==> src/rtl/multicycle_controller.sv <==
// Multicycle MIPS-style control FSM: fetch/decode/execute/memory/writeback
// with a bounded multiplier wait and illegal-instruction reporting.
module multicycle_controller (
  input  logic       Clk,
  input  logic       Rst,
  input  logic [5:0] opcode,
  input  logic [5:0] func,
  input  logic       mem_ready,
  input  logic       mul_done,
  output logic       PCWrite,
  output logic       IRWrite,
  output logic       PCWriteCond,
  output logic       RegWrite,
  output logic       MemRead,
  output logic       MemWrite,
  output logic       MemtoReg,
  output logic       RegDst,
  output logic       ALUSrc,
  output logic       ALUSrc2,
  output logic       RegSl,
  output logic       mul_start,
  output logic       illegal,
  output logic [3:0] ALUOp,
  output logic [2:0] state
);

  typedef enum logic [2:0] {
    S_FETCH   = 3'd0,
    S_DECODE  = 3'd1,
    S_EXEC    = 3'd2,
    S_MEMACC  = 3'd3,
    S_WB      = 3'd4,
    S_MULWAIT = 3'd5
  } state_t;

  typedef enum logic [2:0] {
    K_ILL = 3'd0,
    K_ALU = 3'd1,
    K_MUL = 3'd2,
    K_LW  = 3'd3,
    K_SW  = 3'd4,
    K_BNE = 3'd5
  } kind_t;

  typedef struct packed {
    kind_t      kind;
    logic [3:0] aluop;
    logic       alusrc;
    logic       alusrc2;
    logic       regsl;
    logic       regdst;
    logic       memtoreg;
  } dec_t;

  function automatic dec_t decode(input logic [5:0] op, input logic [5:0] fn);
    dec_t d;
    d.kind     = K_ALU;
    d.aluop    = 4'b0000;
    d.alusrc   = 1'b0;
    d.alusrc2  = 1'b0;
    d.regsl    = 1'b0;
    d.regdst   = 1'b0;
    d.memtoreg = 1'b0;
    case (op)
      6'b000000: begin
        d.regdst = 1'b1;
        case (fn)
          6'b100000: d.aluop = 4'b0000;
          6'b100010: d.aluop = 4'b0001;
          6'b100100: d.aluop = 4'b0011;
          6'b100101: d.aluop = 4'b0100;
          6'b101010: d.aluop = 4'b0101;
          6'b000000: begin d.aluop = 4'b1000; d.alusrc2 = 1'b1; d.regsl = 1'b1; end
          6'b000010: begin d.aluop = 4'b1001; d.alusrc2 = 1'b1; d.regsl = 1'b1; end
          6'b000110: d.aluop = 4'b1010;
          default:   d.kind = K_ILL;
        endcase
      end
      6'b011100: begin
        d.regdst = 1'b1;
        case (fn)
          6'b100001: d.aluop = 4'b1011;
          6'b100000: d.aluop = 4'b1100;
          6'b000010: begin d.aluop = 4'b0010; d.kind = K_MUL; end
          default:   d.kind = K_ILL;
        endcase
      end
      6'b001000: d.alusrc = 1'b1;
      6'b001101: begin d.aluop = 4'b0100; d.alusrc = 1'b1; end
      6'b100011: begin d.kind = K_LW; d.alusrc = 1'b1; d.memtoreg = 1'b1; end
      6'b101011: begin d.kind = K_SW; d.alusrc = 1'b1; end
      6'b000101: begin d.kind = K_BNE; d.aluop = 4'b0110; d.regdst = 1'b1; end
      default:   d.kind = K_ILL;
    endcase
    // Illegal encodings carry no datapath controls at all.
    if (d.kind == K_ILL) begin
      d.aluop    = 4'b0000;
      d.alusrc2  = 1'b0;
      d.regsl    = 1'b0;
      d.regdst   = 1'b0;
    end
    return d;
  endfunction

  function automatic kind_t classify(input logic [5:0] op, input logic [5:0] fn);
    dec_t d;
    d = decode(op, fn);
    return d.kind;
  endfunction

  state_t     state_q, state_d;
  logic [5:0] op_q, fn_q;
  logic [4:0] cnt_q, cnt_d;
  kind_t      kind_now;
  dec_t       dec_q;
  logic       dp_en;

  assign kind_now = classify(opcode, func);
  assign dec_q    = decode(op_q, fn_q);
  assign state    = state_q;

  always_ff @(posedge Clk) begin
    if (Rst) begin
      state_q <= S_FETCH;
      op_q    <= '0;
      fn_q    <= '0;
      cnt_q   <= '0;
    end else begin
      state_q <= state_d;
      cnt_q   <= cnt_d;
      if (state_q == S_DECODE) begin
        op_q <= opcode;
        fn_q <= func;
      end
    end
  end

  always_comb begin
    state_d     = S_FETCH;
    cnt_d       = cnt_q;
    PCWrite     = 1'b0;
    IRWrite     = 1'b0;
    PCWriteCond = 1'b0;
    RegWrite    = 1'b0;
    MemRead     = 1'b0;
    MemWrite    = 1'b0;
    MemtoReg    = 1'b0;
    RegDst      = 1'b0;
    ALUSrc      = 1'b0;
    ALUSrc2     = 1'b0;
    RegSl       = 1'b0;
    mul_start   = 1'b0;
    illegal     = 1'b0;
    ALUOp       = 4'b0000;
    dp_en       = 1'b0;

    case (state_q)
      S_FETCH: begin
        PCWrite = 1'b1;
        IRWrite = 1'b1;
        state_d = S_DECODE;
      end
      S_DECODE: begin
        case (kind_now)
          K_ILL: begin
            illegal = 1'b1;
            state_d = S_FETCH;
          end
          K_MUL: begin
            mul_start = 1'b1;
            cnt_d     = 5'd0;
            state_d   = S_MULWAIT;
          end
          default: state_d = S_EXEC;
        endcase
      end
      S_EXEC: begin
        dp_en = 1'b1;
        case (dec_q.kind)
          K_ALU:      state_d = S_WB;
          K_LW, K_SW: state_d = S_MEMACC;
          K_BNE: begin
            PCWriteCond = 1'b1;
            state_d     = S_FETCH;
          end
          default:    state_d = S_FETCH;
        endcase
      end
      S_MEMACC: begin
        dp_en    = 1'b1;
        MemRead  = (dec_q.kind == K_LW);
        MemWrite = (dec_q.kind == K_SW);
        if (!MemRead && !MemWrite) state_d = S_FETCH;
        else if (!mem_ready)       state_d = S_MEMACC;
        else if (MemRead)          state_d = S_WB;
        else                       state_d = S_FETCH;
      end
      S_MULWAIT: begin
        dp_en = 1'b1;
        if (mul_done) begin
          state_d = S_WB;
        end else if (cnt_q == 5'd31) begin
          // 32nd cycle without a result: give up and report it.
          illegal = 1'b1;
          state_d = S_FETCH;
        end else begin
          cnt_d   = cnt_q + 5'd1;
          state_d = S_MULWAIT;
        end
      end
      S_WB: begin
        dp_en    = 1'b1;
        RegWrite = 1'b1;
        state_d  = S_FETCH;
      end
      default: state_d = S_FETCH;
    endcase

    if (dp_en) begin
      ALUOp    = dec_q.aluop;
      ALUSrc   = dec_q.alusrc;
      ALUSrc2  = dec_q.alusrc2;
      RegSl    = dec_q.regsl;
      RegDst   = dec_q.regdst;
      MemtoReg = dec_q.memtoreg;
    end

    // Reset silences every control immediately, before the edge lands.
    if (Rst) begin
      PCWrite     = 1'b0;
      IRWrite     = 1'b0;
      PCWriteCond = 1'b0;
      RegWrite    = 1'b0;
      MemRead     = 1'b0;
      MemWrite    = 1'b0;
      MemtoReg    = 1'b0;
      RegDst      = 1'b0;
      ALUSrc      = 1'b0;
      ALUSrc2     = 1'b0;
      RegSl       = 1'b0;
      mul_start   = 1'b0;
      illegal     = 1'b0;
      ALUOp       = 4'b0000;
    end
  end

endmodule

==> config.mk <==
export PLATFORM = sky130hd
export DESIGN_NAME = multicycle_controller
export DESIGN_NICKNAME = d
export VERILOG_FILES = /design/src/rtl/multicycle_controller.sv
export SDC_FILE = /design/constraint.sdc
export NUM_CORES = 1
export LEC_CHECK = 0
export BUFFER_PORTS_ARGS = -buffer_cell sky130_fd_sc_hd__buf_2
export CAP_MARGIN = 10
export CORE_ASPECT_RATIO = 1.2
export CORE_MARGIN = 2
export CORE_UTILIZATION = 54
export CTS_CLUSTER_SIZE = 28
export DETAILED_ROUTE_END_ITERATION = 12
export PLACE_DENSITY = 0.86
export RECOVER_POWER = 50
export SYNTH_ARGS = -nofsm -noshare
export SYNTH_HDL_FRONTEND = slang
export SYNTH_SLANG_ARGS = --single-unit
==> constraint.sdc <==
create_clock -name Clk -period 3 [get_ports Clk]
set_clock_uncertainty 0.1 [all_clocks]
set_input_delay 0.15 -clock Clk [delete_from_list [all_inputs] [get_ports Clk]]
set_output_delay 0.15 -clock Clk [all_outputs]
set_load 0.1 [all_outputs]
==> summary.txt, run 1 <==
Timing
  – Final Max Tran Viols: 0
  – Number of setup violations in the final report: 0
  – Hold Fails Final Rpt: 0
  – Final clock period utilization by the worst path: 94.9%
  – Worst slew margin: between 20% and 30%
  – Setup TNS Final: 0 ps
  – RSZ-0062 raised after global routing: no
  – Achievable frequency: 351 MHz
  – Period minus WS final: around 2800 ps
  – Least-Margin Pin Slew: about 1200 ps
  – Min Hold Slack: 16.4 ps

Synth
  – Mapped Area: 1580 um2
  – Asr flop ratio synth: 0%
  – Synth top area cells: dfxtp_1 (25%), nand2_1 (8.3%), a21oi_1 (6.3%)
  – Synth Net Count: 234
  – Post-synth top cells: nand2_1 (35), a21oi_1 (20), dfxtp_1 (20)
  – Synth top area share: 25.3%
  – Synth Instances: around 220
  – Yosys warnings: 0
  – Cell taking the most area after synthesis: dfxtp_1
  – Synth Area per Inst: 7.33 um2
  – Register bit count reported by yosys: 20
  – Post-synthesis cell type count: 58
  – Synth Flop Type: dfxtp_1
  – EDFF count, synth: 0
  – Most numerous cell in the Yosys netlist: nand2_1
  – Register area share after synthesis: between 20% and 30%

Route
  – Antenna-violating nets left: 0
  – Vias per cell: 6.05
  – # DRC: 0
  – Drt total wl: 3.64 mm
  – Initial DRC count: 57
  – Vias: ~1700
  – Pre-antenna DRT Iters: 4
  – Drt wl/cell: 13.3 um

Die
  – Initial core utilization: 56.8%
  – Die footprint: ~3400 um2
  – IO Count: 36
  – Die height: ~63 um
  – Core area: 2790 um2
  – Die Wd: between 50 and 60 um
  – FP Rows: 21

Clock network
  – Worst-path clk slew: 110 ps
  – Root Driver: clkbuf_4
  – CTS Sinks: 20
  – CTS HTree Levels: 1
  – Post-CTS sizing: 0
  – Worst-skew pair later-pin latency: 290 ps
  – Clock Tree Buf Depth: 2
  – CTS Buf Count: 3
  – CTS tree: yes
  – Post-CTS Setup Inserts: 0

Layout
  – Ratio of cells with drive above 1 in the final layout: 23.3%
  – Final Cell Area: 1830 um2
  – N_diodes: 0
  – Core Util, Final: 65.6%
  – Nets: 260
  – Layout area overhead: 15.4%

Power
  – Pint: approximately 380 uW
  – Switching power: 211 uW
  – Combinational cell fraction of total power: roughly 29%
  – Max VDD drop: 0.245 mV
  – PwrDens: 325 nW/um2
  – Clock power frac: 20.1%
  – Leakage: 0.000718 uW
  – Pwr Total: 595 uW
  – Share of power burned in registers: 50.7%
  – Switching fraction of total power: 35.5%

Setup path
  – CP endpoint kind: output pin
  – CP max FO: 6
  – CP required: roughly 2800 ps
  – Startpoint class of the critical path: register
  – WS Path Type: register to output pin
  – CP arrival: 2600 ps

Global route
  – Total GRT Usage: between 20% and 30%
  – Global-route wire length before repair: 5.98 mm
  – Largest net degree at the start of global routing: 25
  – Global route total overflow: 0
  – Initial antenna violation count: 0
  – Vias in the first global route: 1399

Placed design
  – IO Port Bufs: 35
  – RePlAce Congestion: 0.898
  – Placed inst area: 1800 um2
  – DPL Wire Length: 2.84 mm

Run
  – Max-cap violations: 0

Min path
  – Hold Crit Class: input port to register

Outcome
  – Outcome: completed
## critical path: stages, from the launching register on
cell	delay, ps
dfxtp_1	360
or4_4	590
nor3_1	340
a211oi_1	200
a2111oi_4	340
buf_2	480
## power groups by stage
stage                     logic [uW]  clock network (uW)  registers, uW
final                            174                 119            301
after global routing             188                 136            305
after CTS                        173                 124            301
after detailed placement         172                   0            307
after global placement           170                   0            306
after floorplan                  144                   0            298
## stage by stage
step / setup WS, ps / cells
2_1_floorplan: -472 / 216
3_3_place_gp: 580 / 270
3_5_place_dp: 489 / 270
4_1_cts: 160 / 273
5_1_grt: 16.8 / 274
6_report: 154 / 274
## logic make-up (layout without fill, tap and decap cells)
logic type	Yosys count	in the layout	share of synthesized area, %
xor gates and xnor gates	4	4	2.21
muxes	3	3	1.98
and+or+nand+nor	115	115	41.8
AOI/OAI and AO/OA	52	52	21.7
buffers and inverters	20	44	5.38
adders and majority gates	2	2	1.58
DFF	20	20	25.3
## repair_timing
| item | CTS | global route |
|---|---|---|
| endpoints found under the setup margin | 0 | 0 |
| endpoints found under the hold margin | 0 | 1 |
| hold buffers | 0 | 1 |
## cells in the final DEF, fill, tap and decap left out, types with 4 or more instances in the layout
cell / n
o21ai_0: 4
a31oi_1: 7
or3_1: 7
nor2_1: 12
nand2_1: 35
dfxtp_1: 18
nor3_1: 10
nand2b_1: 6
clkbuf_1: 7
a21oi_1: 18
nor2b_1: 4
and3_1: 4
buf_2: 28
inv_1: 5
## final timing paths
| check | start | endpoint | slack (ps) | depth (start not counted) |
|---|---|---|---|---|
| worst max register to register | cnt_q[0] | cnt_q[1] | 710 | 7 |
| worst max-delay path | op_q[5] | RegDst | 150 | 5 |
| worst min-delay path | opcode[1] | op_q[1] | 20 | 3 |
| worst min register to register | fn_q[4] | fn_q[4] | 380 | 2 |
## sequential cells by signal, summed over array words and instances, names as in the netlist
register  flops
cnt_q         5
fn_q          6
op_q          6
state         3
## area by class of cell
class / instances / area [um2]
fill: 263 / 958
multi-input combinational: 176 / 1160
inverter: 5 / 18.8
clock buffer: 3 / 22.5
tap: 34 / 42.5
timing repair buffer: 36 / 176
sequential: 20 / 403
## metal layers
metal	vias up	global-route usage [%]	wire length, um
met5	-	0	0
met1	774	28.4	1580
li1	829	-	-
met2	46	37.5	1820
met4	0	8.01	78
met3	8	3.32	161
(Power assumes the default switching activity.)
==> inputs of run 2 (changes only) <==
--- a/config.mk
+++ b/config.mk
@@ -17,3 +17,4 @@
 export SYNTH_ARGS = -nofsm -noshare
 export SYNTH_HDL_FRONTEND = slang
 export SYNTH_SLANG_ARGS = --single-unit
+export TNS_END_PERCENT = 100
==> constraint.sdc (replaced) <==
create_clock -name Clk -period 3 [get_ports Clk]
set_clock_uncertainty 0.1 [all_clocks]
set_input_delay 0.6 -clock Clk [delete_from_list [all_inputs] [get_ports Clk]]
set_output_delay 0.6 -clock Clk [all_outputs]
set_load 0.1 [all_outputs]
==> run 2 against run 1 <==
Clock power up 5%. Setup slack worse by 110 ps. Via count up 2.0%. Highest routed layer unchanged.
==> summary.txt, run 2 (same netlist as run 1, synthesis figures left out) <==
Global route
  – Total GRT Usage: 26.3%
  – Initial antenna violation count: 0
  – Vias in the first global route: 1552
  – Global route total overflow: 0
  – Largest net degree at the start of global routing: 24
  – Global-route wire length before repair: 6.93 mm

Layout
  – Core Util, Final: 77.1%
  – Nets: roughly 260
  – Area occupied by multi-input gates: 1270 um2
  – Ratio of cells with drive above 1 in the final layout: approximately a third
  – Post-Layout Cell Count: roughly 280
  – Biggest regs: fn_q: 6 flops, op_q: 6 flops, cnt_q: 5 flops
  – Filler cell count: 209
  – Layout area overhead: 35.7%
  – Most common cell after layout, fill and taps aside: nand2_1
  – Most frequent cells in the layout: nand2_1 (35), buf_2 (24), a21oi_1 (17)
  – Sequential Area: between 400 and 500 um2
  – N_diodes: 0

Route
  – Pre-antenna DRT Iters: 4
  – Vias per cell: 6.06
  – Drt wl/cell: 15.2 um
  – Drt total wl: approximately 4.2 mm
  – Vias: 1690
  – # DRC: 0
  – Antenna-violating nets left: 0
  – Initial DRC count: 57

Setup path
  – Critical path's slowest cell: or4_4
  – WS Path Type: register to output pin
  – CP max FO: 6
  – CP bufs+invs: 1
  – Max incr delay on CP: 580 ps
  – Worst-path cell chain: or4_4 -> o311a_4 -> a2111oi_4 -> buf_12
  – Worst path depth: 4
  – Worst path top cell family by delay: compound AO/OA/AOI/OAI gates
  – CP endpoint kind: output pin
  – R2R depth: 7
  – CP required: 2300 ps
  – CP arrival: 2260 ps
  – Startpoint class of the critical path: register

Run
  – Max-cap violations: 0

Die
  – Initial core utilization: ~57%
  – Core area: between 2000 and 3000 um2
  – Die footprint: 3380 um2
  – FP Rows: 21
  – IO Count: 36
  – Die height: 63.3 um
  – Die Wd: approximately 53 um

Timing
  – Number of setup violations in the final report: 0
  – Final clock period utilization by the worst path: 98.7%
  – Hold Fails Final Rpt: 0
  – Worst slew margin: 52.8%
  – Achievable frequency: 338 MHz
  – Least-Margin Pin Slew: around 710 ps
  – Setup TNS Final: 0 ps
  – Period minus WS final: 2960 ps
  – RSZ-0062 raised after global routing: yes
  – Final Max Tran Viols: 0

Power
  – Leakage: roughly 0.00082 uW
  – Max VDD drop: 0.304 mV
  – Pwr Total: roughly 640 uW
  – PwrDens: between 200 and 300 nW/um2

Min path
  – Worst hold path depth: 2
  – Hold Crit Class: register to register

Clock network
  – CTS Sinks: 20
  – Clock Tree Buf Depth: 2
  – Worst-path clk slew: 110 ps
  – Worst-skew pair later-pin latency: 300 ps
  – CTS tree: yes
  – CTS HTree Levels: 1
  – CTS Buf Count: 3
  – Root Driver: clkbuf_4

Outcome
  – Outcome: completed

Placed design
  – IO Port Bufs: 35
  – DPL Wire Length: roughly 3.2 mm
  – RePlAce Congestion: 0.889
  – Placed cells: between 200 and 300
## run 2: changes by cell type in the layout (fill, tap and decap cells not counted), moves of 4 or more
cell | previous run | this run
buf_2 | 28 | 24
dfxtp_1 | 18 | 10
buf_4 | 0 | 5
dfxtp_2 | 2 | 6
clkbuf_1 | 7 | 0
buf_12 | 0 | 10
dfxtp_4 | 0 | 4
## run 2: worst register-to-register path, cell delays in order, from the launching register on
cell and delay, ps:
dfxtp_1 350, ha_1 210, and3_1 180, ha_1 190
or3_1 400, a21boi_2 220, or3b_1 440, a21oi_2 130
## run 2: per-layer routing
layer	global-route usage, %	up-vias	wire length (um)
li1	-	841	-
met1	34.1	776	1780
met2	42.4	58	2160
met3	3.55	15	182
met4	11.5	0	123
met5	0	-	0
## run 2: area by class of cell
class / count / share of cell area (%)
multi-input cells: 176 / 59.2
inverters: 5 / 0.874
repair buffers: 40 / 17.0
clock buffers: 3 / 1.05
flip-flops and latches: 20 / 19.7
clock inverters: 1 / 0.175
well taps: 34 / 1.98
## run 2: worst paths after layout
| kind | startpoint | endpoint | slack, ps |
|---|---|---|---|
| max | op_q[5] | RegDst | 40 |
| min | fn_q[4] | fn_q[4] | 380 |
| min reg2reg | fn_q[4] | fn_q[4] | 380 |
| max reg2reg | cnt_q[0] | cnt_q[1] | 720 |
## run 2: timing repair
action / 4_1_cts / 5_1_grt
pin swaps: 2 / 2
gates resized for setup: 4 / 13
setup endpoints to repair: 5 / 9
setup buffers: 0 / 2
hold buffers: 0 / 0
endpoints found under the hold margin: 0 / 0
## run 2: per-stage QoR
stage | hold WS (ps) | setup slack, ps | cell area [um2]
final | 379 | 39.7 | 2150
after global routing | 403 | -83.8 | 2150
after floorplan | 337 | -229 | 1740
after CTS | 374 | 3.81 | 2100
after global placement | 357 | 285 | 2050
after detailed placement | 361 | 277 | 2050
## run 2: power breakdown
group	internal, uW	leakage, uW	switching [uW]	total [uW]
sequential	276	0.000168	25.1	301
clock	48.5	0.0000154	76.7	125
combinational	78.9	0.000631	131	209
==> inputs of run 3 (changes only) <==
--- a/config.mk
+++ b/config.mk
@@ -7,12 +7,13 @@
 export LEC_CHECK = 0
 export BUFFER_PORTS_ARGS = -buffer_cell sky130_fd_sc_hd__buf_2
 export CAP_MARGIN = 10
-export CORE_ASPECT_RATIO = 1.2
+export CORE_ASPECT_RATIO = 0.5
 export CORE_MARGIN = 2
-export CORE_UTILIZATION = 54
+export CORE_UTILIZATION = 56
+export CTS_BUF_LIST = sky130_fd_sc_hd__clkbuf_2 sky130_fd_sc_hd__clkbuf_4 sky130_fd_sc_hd__clkbuf_8
 export CTS_CLUSTER_SIZE = 28
 export DETAILED_ROUTE_END_ITERATION = 12
-export PLACE_DENSITY = 0.86
+export PLACE_DENSITY = 0.88
 export RECOVER_POWER = 50
 export SYNTH_ARGS = -nofsm -noshare
 export SYNTH_HDL_FRONTEND = slang
==> run 3 against run 2 <==
Hold slack better by 10 ps. Final cell count is 0.72% higher. Maximum frequency is 0.99% higher. Critical endpoint unchanged. Largest cell class unchanged. Highest routed layer unchanged.
==> summary.txt, run 3 (same netlist as run 1, synthesis figures left out) <==
Layout
  – Core Util, Final: approximately 80%
  – Most frequent cells in the layout: nand2_1 (35), buf_2 (24), a21oi_1 (18)
  – Area occupied by multi-input gates: 1250 um2
  – Biggest regs: fn_q: 6 flops, op_q: 6 flops, cnt_q: 5 flops
  – Ratio of cells with drive above 1 in the final layout: 31.6%
  – N_diodes: 0
  – Filler cell count: 174
  – Layout area overhead: 35.1%
  – Nets: 263
  – Sequential Area: 410 um2
  – Post-Layout Cell Count: 281
  – Most common cell after layout, fill and taps aside: nand2_1

Route
  – Drt wl/cell: 15.1 um
  – Vias: 1723
  – Vias per cell: approximately 6.1
  – Drt total wl: 4.25 mm
  – Pre-antenna DRT Iters: 4
  – Antenna-violating nets left: 0
  – Initial DRC count: 91
  – # DRC: 0

Clock network
  – Hold-fix buffer count after cts: 0
  – Worst-skew pair later-pin latency: between 200 and 300 ps
  – Worst-path clk slew: approximately 70 ps
  – CTS HTree Levels: 1
  – CTS Buf Count: 3
  – Post-CTS Setup Inserts: 0
  – Clock Tree Buf Depth: 2
  – CTS tree: yes
  – Root Driver: clkbuf_8
  – CTS Sinks: 20

Timing
  – Final clock period utilization by the worst path: 97.7%
  – Final Max Tran Viols: 0
  – Least-Margin Pin Slew: a little under 700 ps
  – Hold Fails Final Rpt: 0
  – Number of setup violations in the final report: 0
  – RSZ-0062 raised after global routing: yes
  – Achievable frequency: 341 MHz
  – Worst slew margin: ~55%
  – Fin worst setup slack: a little under 70 ps
  – Period minus WS final: about 2900 ps
  – Min Hold Slack: 389 ps

Power
  – Max VDD drop: between 0.2 and 0.3 mV
  – Leakage: 0.000816 uW
  – Switching fraction of total power: 33.9%
  – Pint: 466 uW
  – Share of power burned in registers: 42.5%
  – Clock power frac: between 20% and 30%
  – Switching power: 239 uW
  – PwrDens: between 300 and 400 nW/um2
  – Combinational cell fraction of total power: 28.8%

Placed design
  – Pre-CTS setup slack: roughly 260 ps
  – DPL Wire Length: 3.24 mm
  – RePlAce Congestion: between 0.8 and 0.9
  – IO Port Bufs: 35
  – Placed cells: 277

Global route
  – Total GRT Usage: between 20 and 30%
  – Global route total overflow: 0
  – Global-route wire length before repair: about 7 mm
  – Vias in the first global route: between 1500 and 2000
  – Largest net degree at the start of global routing: 20
  – Initial antenna violation count: 0

Setup path
  – CP arrival: 2230 ps
  – CP endpoint kind: output pin
  – Crit. Startpoint: op_q[0]
  – Worst path top cell family by delay: compound AO/OA/AOI/OAI gates
  – Max incr delay on CP: approximately 560 ps
  – Startpoint class of the critical path: register
  – CP max FO: 8
  – Critical path's slowest cell: or4_4
  – FF-to-FF Start: cnt_q[0]
  – CP bufs+invs: 1
  – CP required: 2300 ps
  – WS Path Type: register to output pin
  – Worst-path cell chain: or4_4 -> o311a_1 -> a2111oi_4 -> buf_12

Die
  – Die Wd: 79.2 um
  – IO Count: 36
  – Die height: around 42 um
  – Core area: about 2600 um2
  – FP Rows: 13
  – Initial core utilization: 60.1%
  – Die footprint: approximately 3300 um2

Min path
  – Hold Crit Class: register to register
  – Min-Delay Startpoint: cnt_q[1]

Outcome
  – Outcome: completed

Run
  – Max-cap violations: 0
==> run 3: final timing paths <==
path,end,slack [ps],cells past startpoint
max,RegDst,70,4
min,cnt_q[1],390,2
max reg2reg,cnt_q[1],740,7
min reg2reg,cnt_q[1],390,2
==> run 3: repair_timing <==
action	in CTS	in global routing
endpoints found under the hold margin	0	0
resized for setup	1	5
setup endpoints to repair	1	10
pin swaps	0	1
==> run 3: final cells by class <==
type	count	area share (%)
multi-input combinational	176	58.5
clock buffer	4	2.57
tap	37	2.17
inverter	5	0.878
sequential	20	19.2
timing repair buffer	39	16.7
==> run 3: tightest hold or removal path, delay by kind of cell, from the launching register on <==
kind / cells / cell delay, ps
AND/OR/NAND/NOR: 1 / 70
AO/OA/AOI/OAI: 1 / 40
flip-flops: 1 / 330
==> run 3: through the flow <==
| stage | cell area (um2) | TNS, ps | power [uW] |
|---|---|---|---|
| floorplan | 1740 | -466 | 454 |
| global placement | 2060 | 0 | 497 |
| detailed placement | 2060 | 0 | 502 |
| CTS | 2120 | 0 | 703 |
| global route | 2140 | -54.2 | 736 |
| finish | 2140 | 0 | 704 |
==> run 3: metal layers <==
layer | up-vias | track usage [%] | part of all wire, % | wire length [um]
met5 | - | 0 | 0 | 0
met4 | 0 | 7.59 | 2.0 | 87
met3 | 13 | 5.00 | 6.3 | 267
met2 | 58 | 45.8 | 49 | 2080
met1 | 811 | 36.4 | 43 | 1820
li1 | 841 | - | - | -
==> run 3: power groups by stage <==
stage | Combinational, uW | Clock [uW] | Sequential, uW
global route | 218 | 216 | 301
finish | 203 | 202 | 300
global placement | 194 | 0 | 303
CTS | 201 | 204 | 298
detailed placement | 197 | 0 | 305
floorplan | 157 | 0 | 297
